File: src/rtl/fp16_accum_seq.sv
// Streaming sum-reduction sequencer for a pipelined FP adder: interleaves ADD_LAT partial
// sums to hide adder latency, then folds them in fixed order into one sum per packet.
module fp16_accum_seq #(
    parameter int WIDTH   = 16,
    parameter int ADD_LAT = 3
) (
    input  logic             clk,
    input  logic             rst,
    input  logic             in_valid,
    output logic             in_ready,
    input  logic [WIDTH-1:0] in_data,
    input  logic             in_last,
    output logic [WIDTH-1:0] add_a,
    output logic [WIDTH-1:0] add_b,
    input  logic [WIDTH-1:0] add_result,
    output logic             out_valid,
    input  logic             out_ready,
    output logic [WIDTH-1:0] out_data
);

    localparam int PW = (ADD_LAT > 1) ? $clog2(ADD_LAT) : 1;
    localparam int CW = $clog2(ADD_LAT + 1);

    typedef enum logic [1:0] {
        ST_ACCUM  = 2'd0,
        ST_DRAIN  = 2'd1,
        ST_REDUCE = 2'd2,
        ST_DONE   = 2'd3
    } state_t;

    state_t            r_state;
    logic [WIDTH-1:0]  r_slot [ADD_LAT];
    logic [PW-1:0]     r_p;
    logic [ADD_LAT-1:0] r_pipe_v;
    logic [PW-1:0]     r_pipe_tag [ADD_LAT];
    logic [PW-1:0]     r_k;
    logic [CW-1:0]     r_cnt;
    logic              r_in_ready;
    logic              r_out_valid;
    logic [WIDTH-1:0]  r_out_data;

    logic              w_accept;
    logic              w_ret_v;
    logic [PW-1:0]     w_ret_tag;
    logic              w_bypass;
    logic              w_drain_busy;
    logic              w_red_issue;
    logic [WIDTH-1:0]  w_add_a;
    logic [WIDTH-1:0]  w_add_b;

    assign w_accept     = in_valid & r_in_ready & (r_state == ST_ACCUM);
    assign w_ret_v      = r_pipe_v[ADD_LAT-1];
    assign w_ret_tag    = r_pipe_tag[ADD_LAT-1];
    assign w_bypass     = w_ret_v & (w_ret_tag == r_p);
    // The oldest stage may still be valid: its result is written this very cycle.
    assign w_drain_busy = |r_pipe_v[ADD_LAT-2:0];
    assign w_red_issue  = (r_state == ST_REDUCE) & (r_cnt == CW'(0));

    assign in_ready  = r_in_ready;
    assign out_valid = r_out_valid;
    assign out_data  = r_out_data;
    assign add_a     = w_add_a;
    assign add_b     = w_add_b;

    // Adder operand select: accumulate issue, reduce issue, or +0 when idle.
    always_comb begin
        w_add_a = '0;
        w_add_b = '0;
        if (w_accept) begin
            w_add_a = w_bypass ? add_result : r_slot[r_p];
            w_add_b = in_data;
        end else if (w_red_issue) begin
            w_add_a = r_slot[0];
            w_add_b = r_slot[r_k];
        end else begin
            w_add_a = '0;
            w_add_b = '0;
        end
    end

    // Sequencer state, partial-sum slots, in-flight tag pipe and registered outputs.
    always_ff @(posedge clk or posedge rst) begin
        if (rst) begin
            r_state     <= ST_ACCUM;
            r_p         <= '0;
            r_pipe_v    <= '0;
            r_k         <= '0;
            r_cnt       <= '0;
            r_in_ready  <= 1'b0;
            r_out_valid <= 1'b0;
            r_out_data  <= '0;
            for (int i = 0; i < ADD_LAT; i++) begin
                r_slot[i]     <= '0;
                r_pipe_tag[i] <= '0;
            end
        end else begin
            r_pipe_v      <= {r_pipe_v[ADD_LAT-2:0], w_accept};
            r_pipe_tag[0] <= r_p;
            for (int i = 1; i < ADD_LAT; i++) begin
                r_pipe_tag[i] <= r_pipe_tag[i-1];
            end
            if (w_ret_v) begin
                r_slot[w_ret_tag] <= add_result;
            end

            case (r_state)
                ST_ACCUM: begin
                    r_in_ready <= 1'b1;
                    if (w_accept) begin
                        r_p <= (r_p == PW'(ADD_LAT - 1)) ? '0 : r_p + PW'(1);
                        if (in_last) begin
                            r_state    <= ST_DRAIN;
                            r_in_ready <= 1'b0;
                        end
                    end
                end
                ST_DRAIN: begin
                    if (!w_drain_busy) begin
                        r_state <= ST_REDUCE;
                        r_k     <= PW'(1);
                        r_cnt   <= '0;
                    end
                end
                ST_REDUCE: begin
                    if (r_cnt == CW'(ADD_LAT)) begin
                        r_cnt <= '0;
                        if (r_k == PW'(ADD_LAT - 1)) begin
                            r_out_data  <= add_result;
                            r_out_valid <= 1'b1;
                            r_state     <= ST_DONE;
                        end else begin
                            r_slot[0] <= add_result;
                            r_k       <= r_k + PW'(1);
                        end
                    end else begin
                        r_cnt <= r_cnt + CW'(1);
                    end
                end
                ST_DONE: begin
                    if (out_ready) begin
                        r_out_valid <= 1'b0;
                        r_p         <= '0;
                        r_in_ready  <= 1'b1;
                        r_state     <= ST_ACCUM;
                        for (int i = 0; i < ADD_LAT; i++) begin
                            r_slot[i] <= '0;
                        end
                    end
                end
                default: begin
                    r_state    <= ST_ACCUM;
                    r_in_ready <= 1'b0;
                end
            endcase
        end
    end

endmodule
File: config.mk
export PLATFORM = sky130hd
export DESIGN_NAME = fp16_accum_seq
export DESIGN_NICKNAME = d
export VERILOG_FILES = /design/src/rtl/fp16_accum_seq.sv
export SDC_FILE = /design/constraint.sdc
export NUM_CORES = 1
export LEC_CHECK = 0
export ABC_AREA = 1
export CORE_MARGIN = 1.5
export CORE_UTILIZATION = 49
export CTS_CLUSTER_SIZE = 8
export DETAILED_ROUTE_END_ITERATION = 10
export PLACE_DENSITY = 0.74
export SLEW_MARGIN = 25
export SYNTH_ARGS = -nofsm -noshare
export SYNTH_HDL_FRONTEND = slang
export SYNTH_SLANG_ARGS = --single-unit
File: constraint.sdc
create_clock -name clk -period 6.3 [get_ports clk]
set_input_delay 1.26 -clock clk [delete_from_list [all_inputs] [get_ports clk]]
set_output_delay 1.26 -clock clk [all_outputs]
set_load 0.03 [all_outputs]
## Word-level counts from Yosys, hierarchy flattened

Index checks and enable logic that the tools add are counted.

- Register bits after elaboration: 83

- Add/sub/neg operators: 3
- Magnitude comparators: 4
- Equality and inequality tests: 14
- Mux-type cells: 45
- Bitwise operators: 7
- Reduce and logical (&&, ||, !) cells: 14

Operators by type and width:

| kind | number |
|---|---|
| $mux W16 | 12 |
| $mux W48 | 2 |
| $bmux W16 S2 | 2 |
| $bwmux W48 | 1 |
| $demux W16 S2 | 1 |
| $mux W32 | 1 |
| $pmux W16 S2 | 1 |
| $mux W2 | 13 |
| $pmux W2 S2 | 3 |
| $eq A2 B2 Y1 const B | 5 |
| $ne A2 B2 Y1 const B | 5 |
| $ge A3 B3 Y1 const B | 3 |
| $not A2 Y3 | 3 |
| $pmux W2 S4 | 1 |
| $reduce_and A4 Y1 | 2 |
| $add A2 B1 Y2 const B | 3 |
| $mux W1 | 6 |
| $reduce_and A3 Y1 | 2 |
| $reduce_and A6 Y1 | 1 |
| $reduce_bool A2 Y1 | 3 |
| $and A1 B1 Y1 | 4 |
| $logic_not A2 Y1 | 2 |
| $ne A2 B1 Y1 const B | 2 |
| $pmux W1 S2 | 2 |
| other kinds (6) | 7 |

## Longest topological paths before layout

Gate-level depths: netlist (run 1).

- Depth in word-level cells: 10
- Gate-level depth with buffers: 9
- Depth with buffers taken out: 8

## Worst setup path after synthesis (run 1)

Ideal clock, no wire load.

- Path kind: input to output
- Start point: input port in_valid
- End point: output port add_a[0]
- Data arrival time: 1.969 ns
- Required time: 5.040 ns
- Slack: 3.071 ns
- Stages on the path: 6
- Buffers on the path: 1
- Cells stage by stage: nand3_1 nand3_1 inv_1 buf_2 nand2_1 nand2_1

- Cells in the longest elaborated chain, start to end: 3

RTL lines:

| element | RTL line | RTL |
|---|---|---|
| start, declared | 9 | `input logic in_valid,` |
| $and A1 B1 Y1 (2 in series) | 51 | `assign w_accept = in_valid & r_in_ready & (r_state == ST_ACCUM);` |
| $mux W16 | 69 | `if (w_accept) begin` |
| end, declared | 13 | `output logic [WIDTH-1:0] add_a,` |

No other way between the ends.

## Worst setup path in the final report (run 1)

- Start point: input port in_valid
- End point: output port add_a[4]

Same word-level chain as after synthesis.

==> impl_metrics.csv, run 1 <==
group,metric,value,unit
clock_network,cts_tree,"yes",
clock_network,cts_root_buf,"clkbuf_8",
clock_network,clk_pin_slew,0.09,ns
critical_path,crit_path_max_fanout,18,
yosys,ys_types,24,
route,post_drt_wl_per_cell,16.38,µm
critical_path,crit_arrival,3.41,ns
critical_path,crit_chain,"clkdlybuf4s50_1 > nand3_1 > nand3_1 > inv_1 > buf_4 > nand2_1 > nand2_1 > clkdlybuf4s50_1",
yosys,synth_compound_area_frac,0.1742,
floorplan,die_x,106.1,µm
sta,fin_ws,1.627,ns
yosys,yosys.area_share.simple,0.2766,
sta,maxSlewViolCount,0,
outcome,status,"finished clean",
clock_network,cts-htree-levels,3,
global_routing,grt_pass1_vias,5077,
yosys,yosysTopAreaCell,"dfrtp_1",
yosys,synthArstFlopShare,1.000,
route,num_vias,5220,
clock_network,worstSkewPairLatency,0.36,ns
clock_network,max-clock-path-buffers,2,
floorplan,core,10320,µm²
yosys,syn_nets,807,
layout,drive_gt1_frac,0.04733,
route,vias_per_cell,5.438,
floorplan,start_util,0.5043,
clock_network,cts-resized-gates,0,
critical_path,crit_required,5.04,ns
global_routing,antenna_found_initial,0,
yosys,synthXorXnorAreaFrac,0,
yosys,synth_edf_count,0,
yosys,yosysWarnings,0,
global_routing,track_usage,0.2954,
yosys,synth_top_family_by_area,"simple AND/OR/NAND/NOR gates",
sta,period_share,0.7418,
yosys,synth.most_common_cell,"nand2_1",
critical_path,crit_path_start_kind,"input pin",
yosys,synthMuxAreaShare,0,
floorplan,dieArea,11250,µm²
clock_network,clock-sinks,83,
yosys,syn_inst,762,
global_routing,grt_pass1_wl,25.92,mm
place,preCtsSetupSlack,1.636,ns
critical_path,cpPeakStageDelay,0.67,ns
hold_path,min_path_type,"register to register",
yosys,synthTopCellsByCount,"nand2_1, inv_1, o21ai_0",
layout,diodes,0,
clock_network,cts_setup_buffers,0,
sta,finalSetupViolCount,0,
sta,hold_violations,0,
clock_network,cts_hold_buf,0,
floorplan,rows,37,
sta,relSlewSlack,0.3638,
power,ir_worst_vdd,0.2119,mV
sta,tightest_slew,0.9517,ns
flow_run,drv_cap,0,
layout,fill_cells,961,
route,ant_nets,0,
critical_path,path_class,"input pin to primary output",
layout,flow.area_growth_from_synthesis,20.57,%
sta,clock-skew-final,0.009264,ns
route,drt_iter0_drc,427,
sta,max_freq,214.0,MHz
yosys,yosys.area_share.adder,0.01923,
layout,multi_input_comb_area,2460,µm²
global_routing,grt_max_degree,49,
layout,fin_area,6277,µm²
floorplan,io_pins,87,
place,portBuffers,86,
yosys,seq_area_frac_synth,0.3989,
place,place_area,6027,µm²
clock_network,numCtsBuffers,9,
yosys,synth_area,5206,µm²
route,drc,0,
sta,finalCriticalPeriod,4.673,ns
route,dr.pass1.iters,5,
layout,nNetsFinal,864,
sta,grt_setup_unrepaired,"no",
power,finalPower,2.918,mW
critical_path,crit_slowest_cell,"clkdlybuf4s50_1",
power,p_leak,3.255,nW
place,place_congestion,0.9912,
sta,fin_setup_tns,0,ns
yosys,ys_ff_latch,83,
critical_path,cp-end-kind,"primary output",
global_routing,grt-ovfl-total,0,
yosys,synth_ff_type,"dfrtp_1",
layout,ff_latch_area,2078,µm²
place,place_inst,944,
route,postRouteWirelength,15.72,mm
yosys,yosys-top-cells-area,"dfrtp_1, nand2_1, o21ai_0",
floorplan,die_h,106.1,µm
power,power_density,464.8,nW/µm²
place,dp_hpwl,10.97,mm
yosys,syn_area_per_cell,6.832,µm²
yosys,synth_top_cell_area_share,0.3989,
layout,stdcell_count,960,
[report_power, final]
part | total (mW) | internal (mW) | switching [mW]
Combinational | 1.51 | 0.520 | 0.990
Clock | 0.449 | 0.246 | 0.203
Sequential | 0.958 | 0.734 | 0.224
Total | 2.92 | 1.50 | 1.42
[worst paths after layout]
kind                               start      endpoint  slack, ns  cells past startpoint
max                             in_valid      add_a[4]       1.63                      8
min                        r_pipe_tag[2]  w_ret_tag[0]       0.36                      0
max reg2reg                       r_k[0]    r_slot[35]       3.85                      8
min reg2reg                r_pipe_tag[2]  w_ret_tag[0]       0.36                      0
max in group asynchronous            rst        r_k[0]       3.94                      3
min in group asynchronous            rst    r_slot[20]       1.26                      2
[state kept, by name, summed over array words and instances (netlist names)]
| signal | count |
|---|---|
| out_valid | 1 |
| r_cnt | 2 |
| r_pipe_tag | 4 |
| r_k | 2 |
| out_data | 16 |
| r_pipe_v | 3 |
| r_slot | 48 |
| w_ret_tag | 2 |
| in_ready | 1 |
| r_p | 2 |
| r_state | 2 |
[layout by cell type (no fill, tap or decap), drive strengths merged]
| cell | count |
|---|---|
| nand2 | 206 |
| o21ai | 123 |
| inv | 114 |
| clkdlybuf4s50 | 86 |
| dfrtp | 83 |
| nand3 | 72 |
| nor2 | 43 |
| a21oi | 35 |
| nand4 | 16 |
| o211ai | 13 |
| clkbuf | 11 |
| ha | 8 |
| buf | 4 |
| clkinv | 4 |
| o22ai | 3 |
| bufinv | 2 |
| clkinvlp | 1 |
[through the flow]
step	hold slack [ns]	util
2_1_floorplan	0.3312	-
3_3_place_gp	0.3349	0.5838
3_5_place_dp	0.3387	0.5838
4_1_cts	0.3558	0.6067
5_1_grt	0.3691	0.6080
6_report	0.3554	0.6080
[final cells by class]
class / instances / share of cell area
Sequential cell: 83 / 0.3311
Inverter: 116 / 0.07036
Multi-Input combinational cell: 519 / 0.3919
Tap cell: 136 / 0.02711
Clock inverter: 5 / 0.01355
Clock buffer: 11 / 0.02412
Timing Repair Buffer: 90 / 0.1419
[kinds of logic (layout without fill, tap and decap cells)]
group / after synthesis / in the layout
AOI/OAI and AO/OA: 174 / 174
adders and majority gates: 8 / 8
buffers and inverters: 160 / 222
DFF: 83 / 83
and+or+nand+nor: 337 / 337
[layer usage]
metal / up-vias / global-route usage / part of all wire
li1: 2558 / - / -
met1: 2438 / 0.4404 / 0.46
met2: 203 / 0.4439 / 0.44
met3: 21 / 0.03004 / 0.077
met4: 0 / 0.1100 / 0.020
met5: - / 0 / 0
[worst max-delay path, delay by kind of cell]
family / cells / cell delay [ns]
simple gates: 4 / 0.38
buf+inv: 4 / 1.75
Note: power is estimated with default switching activity, not from simulation.
==> run 2, diff against run 1 <==
- clock period: 6.3 -> 4.3 ns (I/O delays scaled with it)
==> impl_metrics.csv, run 2 (same netlist as run 1, synthesis figures left out) <==
group,metric,value,unit
power,internal_power,2.256,mW
floorplan,die_x,106.1,µm
sta,fin_setup_tns,0,ns
layout,fill_cells,974,
power,power_density,693.7,nW/µm²
global_routing,grt_pass1_vias,5041,
route,vias_per_cell,5.551,
sta,tightest_slew,1.022,ns
clock_network,cts-resized-gates,0,
sta,finalSetupViolCount,0,
place,place_congestion,0.9416,
floorplan,start_util,0.5043,
sta,period_share,0.8843,
global_routing,grt-ovfl-total,0,
global_routing,antenna_found_initial,0,
power,finalPower,4.380,mW
layout,drive_gt1_frac,0.04600,
clock_network,cts_hold_buf,0,
flow_run,drv_cap,0,
layout,largest_register_ffs,48,
sta,relSlewSlack,0.3173,
place,portBuffers,86,
sta,max_freq,263.0,MHz
sta,clock-skew-final,0.005418,ns
route,dr.pass1.iters,5,
route,drt_iter0_drc,483,
route,ant_nets,0,
clock_network,max-clock-path-buffers,2,
critical_path,crit_arrival,2.94,ns
clock_network,clock-sinks,83,
route,post_drt_wl_per_cell,16.88,µm
floorplan,io_pins,87,
critical_path,crit_path_max_fanout,18,
critical_path,crit_path_start_kind,"register",
power,clockPowerShare,0.162,
sta,finalCriticalPeriod,3.802,ns
clock_network,worstSkewPairLatency,0.38,ns
layout,fin_area,6314,µm²
global_routing,grt_max_degree,84,
hold_path,min_path_type,"register to register",
critical_path,cp-end-kind,"primary output",
sta,grt_setup_unrepaired,"no",
clock_network,cts_root_buf,"clkbuf_8",
power,p_comb_frac,0.523,
place,place_area,6065,µm²
power,ir_worst_vdd,0.3039,mV
clock_network,cts-htree-levels,3,
layout,diodes,0,
power,power_frac_seq,0.315,
clock_network,numCtsBuffers,9,
floorplan,rows,37,
route,postRouteWirelength,16.24,mm
layout,top_register,"r_slot",
critical_path,crit_required,3.44,ns
power,swShare,0.4849,
place,dp_hpwl,11.12,mm
global_routing,track_usage,0.3029,
power,p_sw,2.124,mW
layout,final_common_cell,"nand2_1",
floorplan,dieArea,11250,µm²
outcome,status,"finished clean",
critical_path,path_class,"register to primary output",
layout,flow.area_growth_from_synthesis,21.27,%
global_routing,grt_pass1_wl,26.27,mm
sta,hold_violations,0,
layout,nNetsFinal,866,
clock_network,cts_tree,"yes",
route,drc,0,
power,p_leak,3.278,nW
sta,maxSlewViolCount,0,
floorplan,die_h,106.1,µm
clock_network,clk_pin_slew,0.09,ns
route,num_vias,5340,
clock_network,cts_setup_buffers,0,
layout,final_cell_mix,"nand2_1, inv_1, o21ai_0",
floorplan,core,10320,µm²
-- run 2: through the flow --
stage / hold slack (ns) / worst slack, ns / utilization / instances
final: 0.3527 / 0.4975 / 0.6116 / 962
after CTS: 0.3557 / 0.5313 / 0.6116 / 962
after global placement: 0.3332 / 0.6669 / 0.5865 / 946
after floorplan: 0.3312 / 1.303 / - / 762
after global routing: 0.3748 / 0.3387 / 0.6116 / 962
after detailed placement: 0.3356 / 0.6479 / 0.5874 / 946
-- run 2: metal layers --
layer	global-route usage	vias to the layer above	wire, µm
met1	0.4325	2477	7151
met4	0.1274	0	463
li1	-	2554	-
met2	0.4545	263	7199
met5	0	-	0
met3	0.05273	46	1426
-- run 2: final timing paths --
check / start / to / slack, ns / cells after the start
max in group asynchronous: rst / r_slot[42] / 3.07 / 3
min reg2reg: r_pipe_tag[3] / w_ret_tag[1] / 0.35 / 0
max reg2reg: r_state[0] / out_valid / 1.90 / 6
max: r_p[0] / add_a[3] / 0.50 / 7
min: r_pipe_tag[3] / w_ret_tag[1] / 0.35 / 0
min in group asynchronous: rst / r_slot[15] / 0.88 / 3
-- run 2: cell type report --
cell class              count  area [µm²]  share of cell area
clock buffers              11       141.4             0.02239
clock inverters             5       107.6             0.01704
inverters                 116       441.7             0.06996
multi-input cells         519        2457              0.3892
flip-flops and latches     83        2077              0.3290
well taps                 136       170.2             0.02695
repair buffers             92       918.4              0.1455
-- run 2: critical path, cell delays in order (launching register included) --
cell	delay (ns)
dfrtp_1	0.87
nand2_1	0.22
nand2_4	0.25
nand3_4	0.21
nand2_1	0.17
nand3_1	0.08
nand2_1	0.08
clkdlybuf4s50_1	0.68
-- run 2: power groups by stage --
stage          Clock [mW]  Sequential [mW]  Combinational [mW]
2_1_floorplan           0             1.27                1.65
4_1_cts             0.714             1.36                2.28
3_3_place_gp            0             1.36                2.21
5_1_grt             0.750             1.41                2.55
6_report            0.712             1.38                2.29
3_5_place_dp            0             1.38                2.26
==> run 3, diff against run 2 <==
- clock period: 4.3 -> 3.8 ns (I/O delays scaled with it)
==> impl_metrics.csv, run 3 (same netlist as run 1, synthesis figures left out) <==
group,metric,value,unit
critical_path,path_class,"register to primary output",
critical_path,crit_path_start_kind,"register",
critical_path,cp_top_family,"simple AND/OR/NAND/NOR gates",
power,finalPower,4.882,mW
global_routing,grt_max_degree,38,
critical_path,cpPeakStageDelay,0.79,ns
sta,max_freq,281.1,MHz
clock_network,numCtsBuffers,9,
clock_network,clock-sinks,83,
route,vias_per_cell,5.636,
hold_path,min_path_type,"register to register",
sta,finalSetupViolCount,0,
critical_path,crit_required,3.04,ns
place,place_congestion,0.9120,
route,dr.pass1.iters,5,
global_routing,top_usage_layer,"met2",
critical_path,crit_slowest_cell,"dfrtp_1",
sta,period_share,0.9361,
clock_network,cts-htree-levels,3,
outcome,status,"finished clean",
power,p_leak,3.295,nW
layout,drive_gt1_frac,0.05861,
clock_network,cts_setup_buffers,0,
route,drt_iter0_drc,528,
sta,tightest_slew,0.9439,ns
power,power_density,770.0,nW/µm²
sta,finalCriticalPeriod,3.557,ns
layout,final_cell_mix,"nand2_1, inv_1, o21ai_0",
critical_path,cp.buffers_inverters,2,
sta,relSlewSlack,0.3690,
route,drc,0,
flow_run,drv_cap,0,
global_routing,grt-ovfl-total,0,
clock_network,max-clock-path-buffers,2,
place,dp_hpwl,11.85,mm
sta,fin_setup_tns,0,ns
critical_path,crit_arrival,2.80,ns
global_routing,grt_pass1_vias,5228,
layout,top_register,"r_slot",
layout,diodes,0,
layout,largest_register_ffs,48,
clock_network,worstSkewPairLatency,0.37,ns
floorplan,die_x,106.1,µm
critical_path,crit_chain,"inv_2 > nand2_2 > nor2_1 > nor2_1 > nand2_1 > nand3_1 > nand2_1 > clkdlybuf4s50_1",
critical_path,cp-end-kind,"primary output",
global_routing,grt_pass1_wl,26.92,mm
floorplan,start_util,0.5043,
global_routing,gr-usage-met2,0.4787,
layout,nNetsFinal,876,
floorplan,rows,37,
floorplan,die_h,106.1,µm
route,num_vias,5478,
global_routing,antenna_found_initial,0,
layout,flow.area_growth_from_synthesis,21.77,%
global_routing,met3_usage,0.05947,
power,ir_worst_vdd,0.3284,mV
layout,final_common_cell,"nand2_1",
sta,hold_violations,0,
route,post_drt_wl_per_cell,17.34,µm
floorplan,io_pins,87,
clock_network,clk_pin_slew,0.09,ns
floorplan,dieArea,11250,µm²
global_routing,grt_util_met1,0.4274,
sta,clock-skew-final,0.01264,ns
floorplan,core,10320,µm²
clock_network,cts_tree,"yes",
clock_network,cts_root_buf,"clkbuf_8",
clock_network,cts-resized-gates,0,
global_routing,track_usage,0.3099,
route,postRouteWirelength,16.86,mm
sta,grt_setup_unrepaired,"no",
clock_network,cts_hold_buf,0,
place,portBuffers,86,
sta,maxSlewViolCount,0,
route,ant_nets,0,
critical_path,crit_path_max_fanout,15,
-- run 3: cell count changes in the layout (fill, tap and decap cells not counted) --
cell,change
clkinvlp_4,+2
clkinv_2,+1
clkinv_4,+1
buf_4,+10
bufinv_16,-2
clkbuf_1,-1
clkbuf_8,-1
-- run 3: worst reg2reg max path: cells and delay by family, from the launching register on --
| kind | cells | cell delay [ns] |
|---|---|---|
| AND/OR/NAND/NOR | 1 | 0.75 |
| flip-flops | 1 | 0.42 |
| AO/OA/AOI/OAI | 1 | 0.46 |
| buffers and inverters | 2 | 0.48 |
| adder cells (fa/ha/maj) | 1 | 0.18 |
-- run 3: routing by layer --
metal  vias up  part of all wire
li1       2580                 -
met1      2568              0.42
met2       293              0.45
met3        37             0.097
met4         0             0.026
met5         -                 0
-- run 3: power by group --
group / internal (mW) / total (mW) / leakage, nW / switching [mW]
sequential: 1.22 / 1.54 / 1.00 / 0.322
combinational: 0.910 / 2.67 / 2.20 / 1.76
clock: 0.308 / 0.668 / 0.0962 / 0.360
-- run 3: stage by stage --
stage / setup WS (ns) / utilization / hold slack, ns / instances / cell area, µm²
2_1_floorplan: 0.9032 / - / 0.3312 / 762 / 5206
3_3_place_gp: 0.5291 / 0.5937 / 0.3320 / 956 / 6130
3_5_place_dp: 0.5052 / 0.5942 / 0.3434 / 956 / 6135
4_1_cts: 0.3119 / 0.6136 / 0.3665 / 972 / 6335
5_1_grt: 0.1160 / 0.6141 / 0.3697 / 972 / 6340
6_report: 0.2430 / 0.6141 / 0.3707 / 972 / 6340
-- run 3: area by class of cell --
class                   count  area [µm²]
multi-input cells         519        2457
flip-flops and latches     83        2077
clock inverters             7       76.32
well taps                 136       170.2
inverters                 116       441.7
repair buffers            102       993.5
fillers                   960        3984
clock buffers               9       123.9
-- run 3: worst paths after layout --
check,slack [ns],start,to,cells after the start
hold reg to reg,0.37,r_pipe_tag[2],w_ret_tag[0],0
min in group asynchronous,0.76,rst,r_slot[0],2
setup / recovery,0.24,r_p[1],add_a[9],8
max in group asynchronous,2.21,rst,r_slot[30],3
hold / removal,0.37,r_pipe_tag[2],w_ret_tag[0],0
setup reg to reg,1.38,r_state[0],out_data[15],5
